--- config.mk ---
export PLATFORM = sky130hd
export DESIGN_NAME = serial_adder
export DESIGN_NICKNAME = d
export VERILOG_FILES = /design/src/rtl/serial_arith_pkg.sv /design/src/rtl/fa_cell.sv /design/src/rtl/serial_adder.sv
export SDC_FILE = /design/constraint.sdc
export NUM_CORES = 1
export LEC_CHECK = 0
export ABC_CLOCK_PERIOD_IN_PS = 1400
export CAP_MARGIN = 10
export CORE_MARGIN = 5
export CORE_UTILIZATION = 35
export CTS_CLUSTER_SIZE = 10
export DETAILED_ROUTE_END_ITERATION = 12
export GPL_TIMING_DRIVEN = 0
export PLACE_DENSITY = 0.69
export SYNTH_ARGS = -nofsm -noshare
export SYNTH_HDL_FRONTEND = slang
export SYNTH_SLANG_ARGS = --single-unit
--- constraint.sdc ---
create_clock -name clk -period 1.4 [get_ports clk]
set_clock_uncertainty 0.1 [all_clocks]
set_input_delay 0.28 -clock clk [delete_from_list [all_inputs] [get_ports clk]]
set_output_delay 0.28 -clock clk [all_outputs]
set_load 0.02 [all_outputs]
--- src/rtl/serial_arith_pkg.sv ---
// rtl/serial_arith_pkg.sv - shared types, constants and bit-level helpers for serial arithmetic
//
// Purpose : FSM state encoding, default operand width and the full-adder
//           primitives (xor3, majority) shared by the bit-slice cell and
//           the serial adder control.
// Ports   : none (package).
package serial_arith_pkg;

  typedef enum logic [1:0] {
    IDLE = 2'd0,
    RUN  = 2'd1,
    DONE = 2'd2
  } state_t;

  localparam int DEFAULT_WIDTH = 8;

  function automatic logic xor3(input logic x, input logic y, input logic z);
    return x ^ y ^ z;
  endfunction

  function automatic logic majority(input logic x, input logic y, input logic z);
    return (x & y) | (x & z) | (y & z);
  endfunction

endpackage

--- src/rtl/fa_cell.sv ---
// rtl/fa_cell.sv - combinational one-bit full adder slice
//
// Purpose : single full-adder bit slice, shaped like the existing
//           subtractor cells so serial datapaths share one structure.
// Ports   : a, b, c - operand bits and carry-in
//           s       - sum bit
//           co      - carry-out bit
module fa_cell
  import serial_arith_pkg::*;
(
  input  logic a,
  input  logic b,
  input  logic c,
  output logic s,
  output logic co
);

  assign s  = xor3(a, b, c);
  assign co = majority(a, b, c);

endmodule

--- src/rtl/serial_adder.sv ---
// rtl/serial_adder.sv - bit-serial ripple adder over one full-adder slice
//
// Purpose : latches a, b, c on an accepted start, resolves one bit per
//           clock LSB first, then presents {cout, sum} = a + b + c with a
//           one-cycle done pulse. Initiation interval is WIDTH+1 cycles.
// Config  : SERIAL_ADDER_SUB_EN adds input 'sub'; when captured high the
//           result is a - b - c and cout reports borrow.
// Ports   : clk   - rising-edge clock
//           rst   - asynchronous active-high reset
//           start - request, sampled in IDLE and DONE only
//           a, b  - WIDTH-bit operands, captured on accepted start
//           c     - carry-in, captured on accepted start
//           sub   - (SERIAL_ADDER_SUB_EN only) subtract select
//           busy  - high while bits are being computed
//           done  - one-cycle result-valid pulse
//           sum   - WIDTH-bit result, held until the next completion
//           cout  - carry-out (borrow in subtract mode), held with sum
module serial_adder
  import serial_arith_pkg::*;
#(
  parameter int WIDTH = DEFAULT_WIDTH
) (
  input  logic             clk,
  input  logic             rst,
  input  logic             start,
  input  logic [WIDTH-1:0] a,
  input  logic [WIDTH-1:0] b,
  input  logic             c,
`ifdef SERIAL_ADDER_SUB_EN
  input  logic             sub,
`endif
  output logic             busy,
  output logic             done,
  output logic [WIDTH-1:0] sum,
  output logic             cout
);

  localparam int CW = (WIDTH > 1) ? $clog2(WIDTH) : 1;

  state_t           r_state;
  logic [WIDTH-1:0] r_a_sh;
  logic [WIDTH-1:0] r_b_sh;
  logic [WIDTH-1:0] r_sum_sh;
  logic             r_carry;
  logic [CW-1:0]    r_cnt;
  logic             r_busy;
  logic             r_done;
  logic [WIDTH-1:0] r_sum;
  logic             r_cout;

  logic             w_sub_in;   // subtract request at the port
  logic             w_sub;      // subtract mode of the operation in flight
  logic             w_b_bit;
  logic             w_s;
  logic             w_co;
  logic [WIDTH-1:0] w_sum_next;
  logic             w_last;

`ifdef SERIAL_ADDER_SUB_EN
  logic r_sub;

  assign w_sub_in = sub;
  assign w_sub    = r_sub;

  always_ff @(posedge clk or posedge rst) begin
    if (rst) begin
      r_sub <= 1'b0;
    end else if ((r_state != RUN) && start) begin
      r_sub <= sub;
    end
  end
`else
  assign w_sub_in = 1'b0;
  assign w_sub    = 1'b0;
`endif

  // Subtraction is a + ~b + ~c: invert the addend bit and the initial carry.
  assign w_b_bit = r_b_sh[0] ^ w_sub;

  fa_cell u_fa (
    .a  (r_a_sh[0]),
    .b  (w_b_bit),
    .c  (r_carry),
    .s  (w_s),
    .co (w_co)
  );

  assign w_sum_next = {w_s, r_sum_sh[WIDTH-1:1]};
  assign w_last     = (r_cnt == CW'(WIDTH - 1));

  always_ff @(posedge clk or posedge rst) begin
    if (rst) begin
      r_state  <= IDLE;
      r_a_sh   <= '0;
      r_b_sh   <= '0;
      r_sum_sh <= '0;
      r_carry  <= 1'b0;
      r_cnt    <= '0;
      r_busy   <= 1'b0;
      r_done   <= 1'b0;
      r_sum    <= '0;
      r_cout   <= 1'b0;
    end else begin
      case (r_state)
        // DONE accepts a start exactly like IDLE so operations can abut.
        IDLE, DONE: begin
          r_done <= 1'b0;
          if (start) begin
            r_a_sh   <= a;
            r_b_sh   <= b;
            r_carry  <= c ^ w_sub_in;
            r_sum_sh <= '0;
            r_cnt    <= '0;
            r_busy   <= 1'b1;
            r_state  <= RUN;
          end else begin
            r_state  <= IDLE;
          end
        end
        RUN: begin
          r_a_sh   <= r_a_sh >> 1;
          r_b_sh   <= r_b_sh >> 1;
          r_carry  <= w_co;
          r_sum_sh <= w_sum_next;
          r_cnt    <= r_cnt + CW'(1);
          if (w_last) begin
            r_sum   <= w_sum_next;
            r_cout  <= w_co ^ w_sub;  // borrow is the inverted final carry
            r_busy  <= 1'b0;
            r_done  <= 1'b1;
            r_state <= DONE;
          end
        end
        default: begin
          r_busy  <= 1'b0;
          r_done  <= 1'b0;
          r_state <= IDLE;
        end
      endcase
    end
  end

  assign busy = r_busy;
  assign done = r_done;
  assign sum  = r_sum;
  assign cout = r_cout;

endmodule
==> flow_summary.yaml <==
outcome:
  outcome: "finished, violations left"
  violations: "setup timing"
synthesis:
  yosysUniqueCellTypes: 26
  postSynth.topFlopCell: "sky130_fd_sc_hd__dfrtp_1"
  share_of_the_yosys_chip_area_belonging_to_registers_pct: 49.27
  post-synth-top-area-cell: "sky130_fd_sc_hd__dfrtp_1"
  proportion_of_netlist_area_held_by_the_largest_area_contributor_pct: 49.27
  synth_enable_flop_cells: 0
  yosys_warnings: 0
  synth.area.top_cells: "sky130_fd_sc_hd__dfrtp_1, sky130_fd_sc_hd__mux2i_1, sky130_fd_sc_hd__mux2_4"
  syn-instance-count: 170
  postSynth.asyncResetShare_pct: 100.0
  syn-cell-area_mm2: 0.001981
  postSynthAreaPerCell_um2: 11.65
  synth_seq_cells: 39
  postSynthNetCount: 193
clocking:
  cts_max_path_buffers: 2
  clock-sinks: 39
  cts_hold_buf: 0
  tritoncts.num_buffers: 5
  worst_setup_hold_path_clk_slew_ns: 0.09
  clock_tree_from_tritoncts: "yes"
  htree_num_levels: 2
  ctsRootBufferMaster: "sky130_fd_sc_hd__clkbuf_8"
  worst_skew_pair.late_latency_ns: 0.30
route:
  postRouteAntennaNets: 0
  drt_first_pass_iters: 4
  detail_route.wirelength_mm: 4.415
  drt-vias-per-instance: 4.997
  via_count: 1474
  routed_wire_length_per_instance_um: 14.97
  drt_iter0_drc: 86
  drcViolationCount: 0
global_routing:
  antenna_found_initial: 0
  grt_start_max_net_pins: 40
  first_global_vias: 1424
  gr-max-usage-layer: "met2"
  grt_usage_pct: 12.08
  use_met3_pct: 3.107
  global_route.usage.met2_pct: 19.00
  globalRoute.totalOverflow: 0
  grt_first_pass_wirelength_mm: 6.975
  grt_util_met1_pct: 16.24
placement:
  numPortBuffers: 30
  place_worst_setup_slack_ns: -0.5165
  detailed_place_hpwl_mm: 2.875
  placedCellCount: 272
  gp_congestion: 0.7267
sta:
  finalWorstSetupSlack_ns: -0.2071
  hold_viol_final: 0
  worst-slew-pin-transition_ns: 0.8237
  max_clock_freq_mhz: 622.2
  final_setup_violations: 16
  grt_setup_unrepaired: "yes"
  timing.final.max_slew_violations: 0
  relative_slew_slack_pct: 45.01
  finalCriticalPeriod_ns: 1.607
  post-route-period-util_pct: 114.8
layout:
  layout.area.seq_um2: 977.2
  fill_cells: 509
  area_growth_syn_to_layout_pct: 36.89
  share_of_layout_cells_above_drive_strength_1_pct: 30.04
  diodes: 0
  finish.cell_count_without_fillers: 295
  multi_input_area_um2: 983.4
  layout.nets: 245
worst_setup_path:
  worstPathMaxFanout: 2
  critical_path_class: "reg2reg"
  critPathCaptureType: "flop"
  cp.required_ns: 1.48
  cp.arrival_ns: 1.69
  critPathLaunchType: "flop"
floorplan:
  die_height_um: 85.23
  floorplan.io_pins: 31
  start_util_pct: 35.97
  rows: 27
  chipWidth_um: 85.23
  area_of_the_core_region_mm2: 0.005507
  dieArea_mm2: 0.007263
worst_hold_path:
  worstHoldPathType: "in2async"
run:
  drv_cap: 0
power:
  vdd_drop_max_mv: 1.093
  p_total_mw: 5.767
  cellLeakagePower_nw: 1.183
  power_per_cell_area_mw_per_mm2: 2127
[area by class of cell]
class                      count  area share [%]
multi-input combinational    117           36.27
sequential                    39           36.04
timing repair buffer          44           14.72
buffer                        13           4.338
tap                           72           3.323
clock buffer                   5           2.538
clock inverter                 3           2.492
inverter                       2          0.2769
[timing repair]
action,in CTS,in global routing
cloned,0,1
setup endpoints to repair,36,37
pin swaps,2,12
resized for setup,22,27
setup buffers,4,10
[cells in the mapped netlist (3+ instances only)]
cell type / count
sky130_fd_sc_hd__clkbuf_1: 4
sky130_fd_sc_hd__a22o_1: 3
sky130_fd_sc_hd__dfrtp_1: 39
sky130_fd_sc_hd__a211oi_1: 14
sky130_fd_sc_hd__nor2_1: 4
sky130_fd_sc_hd__nand2_1: 7
sky130_fd_sc_hd__nor2b_1: 15
sky130_fd_sc_hd__nand2b_1: 6
sky130_fd_sc_hd__mux2i_1: 16
sky130_fd_sc_hd__buf_2: 6
sky130_fd_sc_hd__o21ai_0: 7
sky130_fd_sc_hd__mux2_4: 9
sky130_fd_sc_hd__mux2_2: 9
sky130_fd_sc_hd__a21oi_1: 14
[worst max-delay path, cell delays in order, from the launching register on]
cell                      delay, ns
sky130_fd_sc_hd__dfrtp_1       0.41
sky130_fd_sc_hd__fa_1          0.53
sky130_fd_sc_hd__mux2_2        0.28
sky130_fd_sc_hd__a22o_1        0.18
[flip-flops by register name (all words and copies together), names as in the netlist]
| signal | flops |
|---|---|
| r_carry | 1 |
| r_cnt | 3 |
| cout | 1 |
| busy | 1 |
| r_sum_sh | 7 |
| r_a_sh | 8 |
| r_b_sh | 8 |
| sum | 8 |
| r_state | 2 |
[per-stage QoR]
step | utilization (%) | hold WS (ns) | instance area (um^2) | setup TNS (ns)
global route | 49.24 | 0.4270 | 2711 | -1.858
detailed placement | 43.49 | 0.3975 | 2395 | -13.69
finish | 49.24 | 0.3660 | 2711 | -1.039
global placement | 43.49 | 0.3959 | 2395 | -38.35
CTS | 46.76 | 0.4095 | 2575 | -0.4052
floorplan | - | 0.3618 | 2004 | -0.2070
[routing by layer]
layer | share of wire (%) | vias to the layer above | routed length (um)
met5 | 0 | - | 0
met4 | 1.1 | 0 | 48
met3 | 6.0 | 7 | 264
met2 | 47 | 40 | 2079
met1 | 46 | 719 | 2022
li1 | - | 708 | -
[where the power goes]
part,switching (mW),leakage (nW),total [mW],internal [mW]
combinational,1.18,0.639,2.63,1.45
clock,0.416,0.0644,1.13,0.711
sequential,0.370,0.479,2.01,1.64
total,1.97,1.18,5.77,3.80
[final timing paths]
| path | from | to | slack [ns] | cells after the start |
|---|---|---|---|---|
| worst max-delay path | r_b_sh[0] | r_sum_sh[7] | -0.21 | 3 |
| worst min register to register | sum[4] | sum[4] | 0.41 | 1 |
| min in group clk | start | r_a_sh[5] | 0.37 | 4 |
| max in group asynchronous | rst | r_state[1] | 0.26 | 2 |
| worst max register to register | r_b_sh[0] | r_sum_sh[7] | -0.21 | 3 |
| worst min-delay path | rst | sum[3] | 0.37 | 2 |
[cells in the final DEF (no fill, tap or decap), types with 2 or more instances in the layout]
cell                              instances
sky130_fd_sc_hd__nand3_1                  2
sky130_fd_sc_hd__bufinv_16                2
sky130_fd_sc_hd__o21ai_0                  5
sky130_fd_sc_hd__mux2i_1                 16
sky130_fd_sc_hd__buf_2                    3
sky130_fd_sc_hd__clkbuf_2                 6
sky130_fd_sc_hd__clkbuf_8                 5
sky130_fd_sc_hd__mux2_2                   8
sky130_fd_sc_hd__buf_4                   14
sky130_fd_sc_hd__a22o_1                   3
sky130_fd_sc_hd__nor2_4                   2
sky130_fd_sc_hd__nand2_1                  6
sky130_fd_sc_hd__nand2b_1                 6
sky130_fd_sc_hd__mux2_4                  10
sky130_fd_sc_hd__clkbuf_4                 2
sky130_fd_sc_hd__dfrtp_1                 38
sky130_fd_sc_hd__o21ai_1                  4
sky130_fd_sc_hd__a21oi_1                 14
sky130_fd_sc_hd__clkdlybuf4s15_1          6
sky130_fd_sc_hd__a211oi_1                13
sky130_fd_sc_hd__buf_12                   3
sky130_fd_sc_hd__nor2b_1                 15
sky130_fd_sc_hd__nor2_1                   2
sky130_fd_sc_hd__clkdlybuf4s50_1         18
[cell families (layout without fill, tap and decap cells)]
kind of cell,count (synthesis),after routing,synth area share [%]
adder cells (fa/ha/maj),3,3,2.274
AND/OR/NAND/NOR,37,38,10.93
flip-flops,39,39,49.27
AO/OA/AOI/OAI,42,42,13.33
buffers and inverters,15,67,4.169
multiplexers,34,34,20.03
(Power assumes the default switching activity.)
